<file path="config.mk">
export PLATFORM = sky130hd
export DESIGN_NAME = sram_port_arbiter_flat
export DESIGN_NICKNAME = d
export VERILOG_FILES = /design/src/rtl/sram_port_arbiter_if.sv /design/src/rtl/sram_port_arbiter.sv /design/src/flat_wrapper.sv
export SDC_FILE = /design/constraint.sdc
export NUM_CORES = 1
export LEC_CHECK = 0
export ABC_AREA = 1
export BUFFER_PORTS_ARGS = -buffer_cell sky130_fd_sc_hd__buf_2
export CELL_PAD_IN_SITES_DETAIL_PLACEMENT = 1
export CELL_PAD_IN_SITES_GLOBAL_PLACEMENT = 2
export CORE_MARGIN = 3
export CORE_UTILIZATION = 11
export DETAILED_ROUTE_END_ITERATION = 16
export HOLD_SLACK_MARGIN = 0.03
export PLACE_DENSITY = 0.87
export SETUP_SLACK_MARGIN = 0.05
export SLEW_MARGIN = 20
export SYNTH_ARGS = -nofsm -noshare
export SYNTH_HDL_FRONTEND = slang
export SYNTH_SLANG_ARGS = --single-unit
</file>
<file path="constraint.sdc">
create_clock -name clk_i -period 4.63 [get_ports clk_i]
set_clock_uncertainty 0.2 [all_clocks]
set_input_delay 0.2315 -clock clk_i [delete_from_list [all_inputs] [get_ports clk_i]]
set_output_delay 0.2315 -clock clk_i [all_outputs]
set_load 0.01 [all_outputs]
</file>
<file path="src/rtl/sram_port_arbiter_if.sv">
// Purpose : request/response bus between two requesters and the SRAM RW-port arbiter.
// Latency : n/a (wires only); response arrives one cycle after the grant.
// Backpr. : request side is valid/ready; response side has no back-pressure.
// Ports (signal names are seen from the arbiter, so _i = into arbiter):
//   req_valid_i[1:0], req_we_i[1:0], req_wmask_i, req_addr_i, req_wdata_i (slice i = requester i)
//   req_ready_o[1:0] grant, rsp_valid_o[1:0] one-cycle response strobe, rsp_rdata_o shared read data
interface sram_port_arbiter_if #(
  parameter int DATA_WIDTH = 32,
  parameter int ADDR_WIDTH = 10,
  parameter int NUM_WMASKS = 4
);
  logic [1:0]              req_valid_i;
  logic [1:0]              req_ready_o;
  logic [1:0]              req_we_i;
  logic [2*NUM_WMASKS-1:0] req_wmask_i;
  logic [2*ADDR_WIDTH-1:0] req_addr_i;
  logic [2*DATA_WIDTH-1:0] req_wdata_i;
  logic [1:0]              rsp_valid_o;
  logic [DATA_WIDTH-1:0]   rsp_rdata_o;

  // Arbiter side.
  modport slave (
    input  req_valid_i, req_we_i, req_wmask_i, req_addr_i, req_wdata_i,
    output req_ready_o, rsp_valid_o, rsp_rdata_o
  );

  // Requester side.
  modport master (
    output req_valid_i, req_we_i, req_wmask_i, req_addr_i, req_wdata_i,
    input  req_ready_o, rsp_valid_o, rsp_rdata_o
  );
endinterface

</file>
<file path="src/rtl/sram_port_arbiter.sv">
// Purpose : two-requester arbiter/sequencer for the RW port (port 0) of an OpenRAM-style SRAM macro.
// Latency : grant same cycle as valid; fixed 1-cycle response (read data or write ack).
// Backpr. : valid/ready on requests, burst-limited to MAX_BURST under contention; responses cannot stall.
// Ports   : clk_i, rst_i (synchronous, active high); bus (sram_port_arbiter_if.slave);
//           sram_csb_o/web_o (active low), sram_wmask_o, sram_addr_o, sram_wdata_o to the macro;
//           sram_rdata_i from macro dout0.
// Config  : define SRAM_ARB_FIXED_PRIO_EN for fixed priority (requester 0 always wins, 1 may starve).
module sram_port_arbiter #(
  parameter int DATA_WIDTH = 32,
  parameter int ADDR_WIDTH = 10,
  parameter int NUM_WMASKS = 4,
  parameter int MAX_BURST  = 4
) (
  input  logic                  clk_i,
  input  logic                  rst_i,
  sram_port_arbiter_if.slave    bus,
  output logic                  sram_csb_o,
  output logic                  sram_web_o,
  output logic [NUM_WMASKS-1:0] sram_wmask_o,
  output logic [ADDR_WIDTH-1:0] sram_addr_o,
  output logic [DATA_WIDTH-1:0] sram_wdata_o,
  input  logic [DATA_WIDTH-1:0] sram_rdata_i
);

  // Requests are ignored entirely while in reset.
  logic [1:0] vld;
  logic       gnt;
  logic       win;

  assign vld = rst_i ? 2'b00 : bus.req_valid_i;
  assign gnt = |vld;

`ifdef SRAM_ARB_FIXED_PRIO_EN
  // Requester 0 wins whenever it asks.
  assign win = ~vld[0];
`else
  localparam int              CNT_W   = $clog2(MAX_BURST + 1);
  localparam logic [CNT_W-1:0] CNT_MAX = CNT_W'(MAX_BURST);

  logic             owner_q, owner_d;
  logic [CNT_W-1:0] burst_cnt_q, burst_cnt_d;

  // Owner keeps the port under contention until its burst budget is spent.
  always_comb begin
    if (vld == 2'b11) win = (burst_cnt_q == CNT_MAX) ? ~owner_q : owner_q;
    else              win = vld[1];
  end

  // Count saturates so a lone requester never wraps back into an unearned budget.
  always_comb begin
    owner_d     = owner_q;
    burst_cnt_d = '0;
    if (gnt) begin
      if (win == owner_q) begin
        burst_cnt_d = (burst_cnt_q == CNT_MAX) ? CNT_MAX : burst_cnt_q + CNT_W'(1);
      end else begin
        owner_d     = win;
        burst_cnt_d = CNT_W'(1);
      end
    end
  end

  always_ff @(posedge clk_i) begin
    if (rst_i) begin
      owner_q     <= 1'b0;
      burst_cnt_q <= '0;
    end else begin
      owner_q     <= owner_d;
      burst_cnt_q <= burst_cnt_d;
    end
  end
`endif

  // Winner's request fields.
  logic                  sel_we;
  logic [NUM_WMASKS-1:0] sel_wmask;
  logic [ADDR_WIDTH-1:0] sel_addr;
  logic [DATA_WIDTH-1:0] sel_wdata;

  assign sel_we    = win ? bus.req_we_i[1] : bus.req_we_i[0];
  assign sel_wmask = win ? bus.req_wmask_i[2*NUM_WMASKS-1:NUM_WMASKS] : bus.req_wmask_i[NUM_WMASKS-1:0];
  assign sel_addr  = win ? bus.req_addr_i[2*ADDR_WIDTH-1:ADDR_WIDTH]  : bus.req_addr_i[ADDR_WIDTH-1:0];
  assign sel_wdata = win ? bus.req_wdata_i[2*DATA_WIDTH-1:DATA_WIDTH] : bus.req_wdata_i[DATA_WIDTH-1:0];

  assign bus.req_ready_o = !gnt ? 2'b00 : (win ? 2'b10 : 2'b01);

  // Macro drive; everything parks at its idle value when no grant is issued.
  // Reads force the mask to zero so the macro never sees a stray write enable pattern.
  assign sram_csb_o   = ~gnt;
  assign sram_web_o   = ~(gnt & sel_we);
  assign sram_wmask_o = (gnt & sel_we) ? sel_wmask : '0;
  assign sram_addr_o  = gnt ? sel_addr  : '0;
  assign sram_wdata_o = gnt ? sel_wdata : '0;

  // Pending-response tracking for the access sampled by the macro this cycle.
  logic rsp_pend_q, rsp_pend_d;
  logic rsp_idx_q, rsp_idx_d;
  logic rsp_is_rd_q, rsp_is_rd_d;

  assign rsp_pend_d  = gnt;
  assign rsp_idx_d   = win;
  assign rsp_is_rd_d = gnt & ~sel_we;

  always_ff @(posedge clk_i) begin
    if (rst_i) begin
      rsp_pend_q  <= 1'b0;
      rsp_idx_q   <= 1'b0;
      rsp_is_rd_q <= 1'b0;
    end else begin
      rsp_pend_q  <= rsp_pend_d;
      rsp_idx_q   <= rsp_idx_d;
      rsp_is_rd_q <= rsp_is_rd_d;
    end
  end

  // Reset asserted in the response cycle kills the strobe even though the state
  // register has not cleared yet.
  logic rsp_live;
  assign rsp_live = rsp_pend_q & ~rst_i;

  assign bus.rsp_valid_o = !rsp_live ? 2'b00 : (rsp_idx_q ? 2'b10 : 2'b01);
  // dout0 is only meaningful after a read; write acks return zero.
  assign bus.rsp_rdata_o = (rsp_live & rsp_is_rd_q) ? sram_rdata_i : '0;

endmodule
</file>
<file path="src/flat_wrapper.sv">
// flat-port wrapper written by rule: the top's interface ports become plain ports
module sram_port_arbiter_flat 
#(
  parameter int DATA_WIDTH = 32,
  parameter int ADDR_WIDTH = 10,
  parameter int NUM_WMASKS = 4,
  parameter int MAX_BURST  = 4
)
  (clk_i, rst_i, sram_csb_o, sram_web_o, sram_wmask_o, sram_addr_o, sram_wdata_o, sram_rdata_i, bus_req_valid_i, bus_req_we_i, bus_req_wmask_i, bus_req_addr_i, bus_req_wdata_i, bus_req_ready_o, bus_rsp_valid_o, bus_rsp_rdata_o);
  sram_port_arbiter_if #(.DATA_WIDTH(DATA_WIDTH), .ADDR_WIDTH(ADDR_WIDTH), .NUM_WMASKS(NUM_WMASKS)) bus_i ();
  input  logic clk_i;
  input  logic rst_i;
  output logic sram_csb_o;
  output logic sram_web_o;
  output logic [NUM_WMASKS-1:0] sram_wmask_o;
  output logic [ADDR_WIDTH-1:0] sram_addr_o;
  output logic [DATA_WIDTH-1:0] sram_wdata_o;
  input  logic [DATA_WIDTH-1:0] sram_rdata_i;
  input wire logic [$bits(bus_i.req_valid_i)-1:0] bus_req_valid_i;
  input wire logic [$bits(bus_i.req_we_i)-1:0] bus_req_we_i;
  input wire logic [$bits(bus_i.req_wmask_i)-1:0] bus_req_wmask_i;
  input wire logic [$bits(bus_i.req_addr_i)-1:0] bus_req_addr_i;
  input wire logic [$bits(bus_i.req_wdata_i)-1:0] bus_req_wdata_i;
  output wire logic [$bits(bus_i.req_ready_o)-1:0] bus_req_ready_o;
  output wire logic [$bits(bus_i.rsp_valid_o)-1:0] bus_rsp_valid_o;
  output wire logic [$bits(bus_i.rsp_rdata_o)-1:0] bus_rsp_rdata_o;
  assign bus_i.req_valid_i = bus_req_valid_i;
  assign bus_i.req_we_i = bus_req_we_i;
  assign bus_i.req_wmask_i = bus_req_wmask_i;
  assign bus_i.req_addr_i = bus_req_addr_i;
  assign bus_i.req_wdata_i = bus_req_wdata_i;
  assign bus_req_ready_o = bus_i.req_ready_o;
  assign bus_rsp_valid_o = bus_i.rsp_valid_o;
  assign bus_rsp_rdata_o = bus_i.rsp_rdata_o;
  sram_port_arbiter #(.DATA_WIDTH(DATA_WIDTH), .ADDR_WIDTH(ADDR_WIDTH), .NUM_WMASKS(NUM_WMASKS), .MAX_BURST(MAX_BURST)) u_core (.clk_i(clk_i), .rst_i(rst_i), .bus(bus_i), .sram_csb_o(sram_csb_o), .sram_web_o(sram_web_o), .sram_wmask_o(sram_wmask_o), .sram_addr_o(sram_addr_o), .sram_wdata_o(sram_wdata_o), .sram_rdata_i(sram_rdata_i));
endmodule
</file>
=== Word level (Yosys, flattened, before mapping) ===
Index checks and enable logic that the tools add are counted.

* Eq/ne operators: 3
* Add/subtract/negate cells: 1
* Bitwise logic cells: 10
* Multiplexer cells: 17
* Reduce and logical (&&, ||, !) cells: 5

{| class="wikitable"
|+ Operators with widths
! cell !! count
|-
| $mux 32 || 3
|-
| $mux 10 || 2
|-
| $mux 2 || 5
|-
| $mux 4 || 2
|-
| $not 1->1 || 6
|-
| $and 1x1->1 || 4
|-
| $mux 1 || 4
|-
| $reduce_or 2->1 || 2
|-
| $reduce_or 4->1 || 1
|-
| $add 3x1->3 const B || 1
|-
| $eq 3x3->1 const B || 1
|-
| $mux 3 || 1
|-
| $reduce_or 3->1 || 1
|-
| $eq 2x2->1 const B || 1
|-
| $reduce_and 2->1 || 1
|-
| $eq 1x1->1 || 1
|}

* Register bits: 7
* Output and inout bits: 84

=== Depth between registers and ports, before layout ===
* Depth in word-level cells: 6
* Depth in mapped cells: 11
* Depth with buffers taken out: 10

=== Worst setup path before layout ===
OpenSTA, ideal clock, no wires.

* Path type: register to output
* Start: register u_core.burst_cnt_q[0]
* End: output sram_wmask_o[0]
* Buffers on the path: 1
* Arrival time: 1439 ps
* Stages on the path, launching flop included: 11
* Slack: 2760 ps
* Cells stage by stage: dfxtp_1 inv_1 ha_1 nand2_2 nand2_2 nand3_4 nand2_4 buf_12 nand2_1 nand3_2 nor2_1

* Cells in the longest elaborated chain, start to end: 6
* Elaborated cells between the ends (all ways): 7
* Classes of those cells: eq/ne (1); mux (5); bitwise (1)

{| class="wikitable"
|+ Ends and longest elaborated chain
! item !! line !! text
|-
| start: declaration || sram_port_arbiter.sv:41 || <nowiki>logic [CNT_W-1:0] burst_cnt_q, burst_cnt_d;</nowiki>
|-
| start signal: assignment || sram_port_arbiter.sv:69 || <nowiki>burst_cnt_q <= burst_cnt_d;</nowiki>
|-
| $eq 3x3->1 (*) || sram_port_arbiter.sv:45 || <nowiki>if (vld == 2'b11) win = (burst_cnt_q == CNT_MAX) ? ~owner_q : owner_q;</nowiki>
|-
| $mux 1 (*) (2 in a row) || sram_port_arbiter.sv:45 ||
|-
| $mux 1 || sram_port_arbiter.sv:80 || <nowiki>assign sel_we = win ? bus.req_we_i[1] : bus.req_we_i[0];</nowiki>
|-
| $and 1x1->1 || sram_port_arbiter.sv:91 || <nowiki>assign sram_wmask_o = (gnt & sel_we) ? sel_wmask : '0;</nowiki>
|-
| $mux 4 (*) || sram_port_arbiter.sv:91 ||
|-
| end: declaration || flat_wrapper.sv:15 || <nowiki>output logic [NUM_WMASKS-1:0] sram_wmask_o;</nowiki>
|}

Mark *: on every way between the ends. The rest lies on a longest branch, timed or not.

=== Final worst setup path ===
* Start: register u_core.burst_cnt_q[0]
* End: output sram_wdata_o[14]

* Cells in the longest elaborated chain, start to end: 5

{| class="wikitable"
|+ Ends and longest elaborated chain
! item !! line !! text
|-
| $eq 3x3->1 || sram_port_arbiter.sv:45 ||
|-
| $mux 1 (2 in a row) || sram_port_arbiter.sv:45 ||
|-
| $mux 32 || sram_port_arbiter.sv:83 || <nowiki>assign sel_wdata = win ? bus.req_wdata_i[2*DATA_WIDTH-1:DATA_WIDTH] : bus.req_wdata_i[DATA_WIDTH-1:0];</nowiki>
|-
| $mux 32 || sram_port_arbiter.sv:93 || <nowiki>assign sram_wdata_o = gnt ? sel_wdata : '0;</nowiki>
|-
| end: declaration || flat_wrapper.sv:17 || <nowiki>output logic [DATA_WIDTH-1:0] sram_wdata_o;</nowiki>
|}

Every way passes these cells.

==> impl_metrics.env <==
export IMPL_muxShareOfSynthArea=0
export IMPL_routedWlPerCell_um=10.7
export IMPL_synth_warnings=0
export IMPL_worst_pin_slew_ns=0.552
export IMPL_layout_common_cells="213 x buf_2, 116 x nand2_1, 47 x inv_1"
export IMPL_gr_total_overflow=0
export IMPL_synthDistinctLibCells=20
export IMPL_setup_tns_final_ns=0
export IMPL_cts_hold_buffers=0
export IMPL_numCtsBuffers=3
export IMPL_dr_pass1_iters=4
export IMPL_synth_top_area_cell="nand2_1"
export IMPL_drt_iter0_drc=42
export IMPL_path_max_fanout=41
export IMPL_reg2reg_depth=9
export IMPL_grt_use_total=0.0895
export IMPL_min_to="u_core.owner_q"
export IMPL_avgViaCountPerCell=3.60
export IMPL_cp_slowest_cell="inv_4"
export IMPL_fmaxAchievable_mhz=402
export IMPL_cts_htree_levels=1
export IMPL_netlist_area_mm2=0.00138
export IMPL_core_area_mm2=0.0121
export IMPL_ios=214
export IMPL_fillers=1647
export IMPL_p_leak_nw=1.84
export IMPL_path_clk_slew_ns=0.04
export IMPL_synth_top_family_by_area="simple AND/OR/NAND/NOR gates"
export IMPL_numClockSinks=7
export IMPL_grtUsageMet1=0.0910
export IMPL_crit_top_cell="nand2_2"
export IMPL_ant_nets=0
export IMPL_rows=40
export IMPL_vias=2332
export IMPL_vdd_drop_max_uv=106
export IMPL_finalHoldViolations=0
export IMPL_grt_max_degree=45
export IMPL_setup_viol=0
export IMPL_timing_slew_headroom=0.632
export IMPL_finalNetCount=612
export IMPL_rsz0062_at_grt="no"
export IMPL_worstReg2RegEnd="u_core.owner_q"
export IMPL_dp_hpwl_um=6160
export IMPL_synth_area_per_cell_um2=5.03
export IMPL_placedCellCount=643
export IMPL_synthCells=274
export IMPL_crit_path_start_kind="flip-flop"
export IMPL_antenna_found_initial=0
export IMPL_post_cts_buffers=0
export IMPL_synth_simple_area_share=0.623
export IMPL_worstSkewPairLatency_ns=0.23
export IMPL_mostFrequentLayoutCell="buf_2"
export IMPL_worstSetupPathType="flip-flop to output port"
export IMPL_period_share=0.537
export IMPL_reg2reg_slack_ns=2.85
export IMPL_start_util=0.114
export IMPL_whs_path_depth=2
export IMPL_fp_dieH_um=118
export IMPL_syn_to_final_growth_pct=89.1
export IMPL_fin_crit_ns=2.49
export IMPL_use_met3=0.0255
export IMPL_grt_use_met2=0.180
export IMPL_top_usage_layer="met2"
export IMPL_ys_seq_area_frac=0.102
export IMPL_drc=0
export IMPL_wirelength_um=6910
export IMPL_cp_required_ns=4.20
export IMPL_min_from="rst_i"
export IMPL_io_buffers=213
export IMPL_slew_viol_final=0
export IMPL_cap_violations=0
export IMPL_status="complete, no violations"
export IMPL_crit_arrival_ns=2.06
export IMPL_synth_area_leaders="nand2_1 32%, inv_1 13%, nor2_1 13%"
export IMPL_fin_area_mm2=0.00261
export IMPL_num_antenna_cells=0
export IMPL_final_cells=647
export IMPL_synth_xor_xnor_area_share=0
export IMPL_timing_rr_start="u_core.burst_cnt_q[0]"
export IMPL_synth_compound_area_frac=0.0218
export IMPL_endpoint_kind="output port"
export IMPL_synth_seq_cells=7
export IMPL_powerDensity_mw_per_mm2=156
export IMPL_grt_pass1_wl_um=10700
export IMPL_dieWidth_um=118
export IMPL_first_global_vias=2389
export IMPL_worstHoldPathType="primary input to flip-flop"
export IMPL_crit_family="simple AND/OR/NAND/NOR gates"
export IMPL_place_congestion=0.794
export IMPL_drive_above_1_share=0.514
export IMPL_synth_fp_nets=406
export IMPL_synth_top_area_frac=0.316
export IMPL_cts_resized=0
export IMPL_placed_area_mm2=0.00252
export IMPL_die_area_mm2=0.0139
export IMPL_max_stage_delay_ns=0.33
export IMPL_crit_buf_inv=3
export IMPL_clockRootBuffer="clkbuf_16"
export IMPL_cts_max_path_buffers=2
export IMPL_tritoncts="yes"
export IMPL_synthAdderAreaFrac=0.0182
export IMPL_cp_cell_sequence="inv_1 -> ha_1 -> nand2_2 -> nand2_2 -> nand3_4 -> nand2_4 -> nand2_2 -> inv_4 -> nand2_1 -> nand2_1 -> buf_2"
==> logic make-up after synthesis <==
logic type | count (synthesis)
AOI/OAI and AO/OA | 6
and+or+nand+nor | 198
DFF | 7
adders and majority gates | 2
buffers and inverters | 61
==> cell usage after synthesis, drive strengths merged <==
| library cell | instances |
|---|---|
| buf | 12 |
| nand2 | 138 |
| ha | 2 |
| nand3 | 11 |
| dfxtp | 7 |
| nor2 | 48 |
| nand3b | 1 |
| o21ai | 3 |
| inv | 49 |
| a21oi | 3 |
==> area by class of cell <==
| class | instances | area, um2 | share of cell area |
|---|---|---|---|
| repair buffers | 213 | 1070 | 0.409 |
| multi-input cells | 206 | 918 | 0.353 |
| well taps | 168 | 210 | 0.0807 |
| inverters | 49 | 191 | 0.0735 |
| flip-flops and latches | 7 | 140 | 0.0538 |
| clock buffers | 4 | 78.8 | 0.0303 |
==> how the worst max path moves through the flow <==
stage | cells past startpoint | slack (ns) | from | to
global route | 11 | 1.93 | u_core.burst_cnt_q[0] | sram_wdata_o[12]
CTS | 11 | 2.10 | u_core.burst_cnt_q[0] | sram_wdata_o[12]
finish | 11 | 2.14 | u_core.burst_cnt_q[0] | sram_wdata_o[14]
detailed placement | 11 | 2.36 | u_core.burst_cnt_q[0] | sram_wdata_o[12]
global placement | 5 | 2.42 | rst_i | bus_rsp_rdata_o[1]
floorplan | 10 | 2.76 | u_core.burst_cnt_q[0] | sram_wmask_o[0]
==> power by group <==
group / switching, mW / total, mW / leakage [nW] / internal (mW)
clock: 0.0300 / 0.144 / 0.0382 / 0.114
combinational: 0.106 / 0.194 / 1.74 / 0.0876
sequential: 0.00254 / 0.0671 / 0.0577 / 0.0646
==> per-layer routing <==
layer,up-vias,routed length [um]
met5,-,0
met4,0,57
met3,4,611
met1,1007,2590
met2,124,3660
li1,1197,-
==> stage by stage <==
stage	power, mW	hold WS (ns)	worst slack (ns)	utilization
floorplan	0.168	0.104	2.76	-
global placement	0.260	0.307	2.42	0.208
detailed placement	0.265	0.313	2.36	0.208
CTS	0.414	0.0720	2.10	0.215
global route	0.439	0.0793	1.93	0.215
finish	0.405	0.0693	2.14	0.215
==> state kept, by name, indices dropped and copies added, names as in the netlist <==
signal and flops:
u_core.owner_q 1, u_core.rsp_pend_q 1, u_core.rsp_is_rd_q 1, u_core.rsp_idx_q 1, u_core.burst_cnt_q 3
==> worst register-to-register path: cells and delay by family, from the launching register on <==
family	cells	cell delay, ns
AO/OA/AOI/OAI	1	0.07
adder cells (fa/ha/maj)	1	0.23
AND/OR/NAND/NOR	5	0.53
buffers and inverters	2	0.36
flip-flops	1	0.33
(Power assumes the default switching activity.)
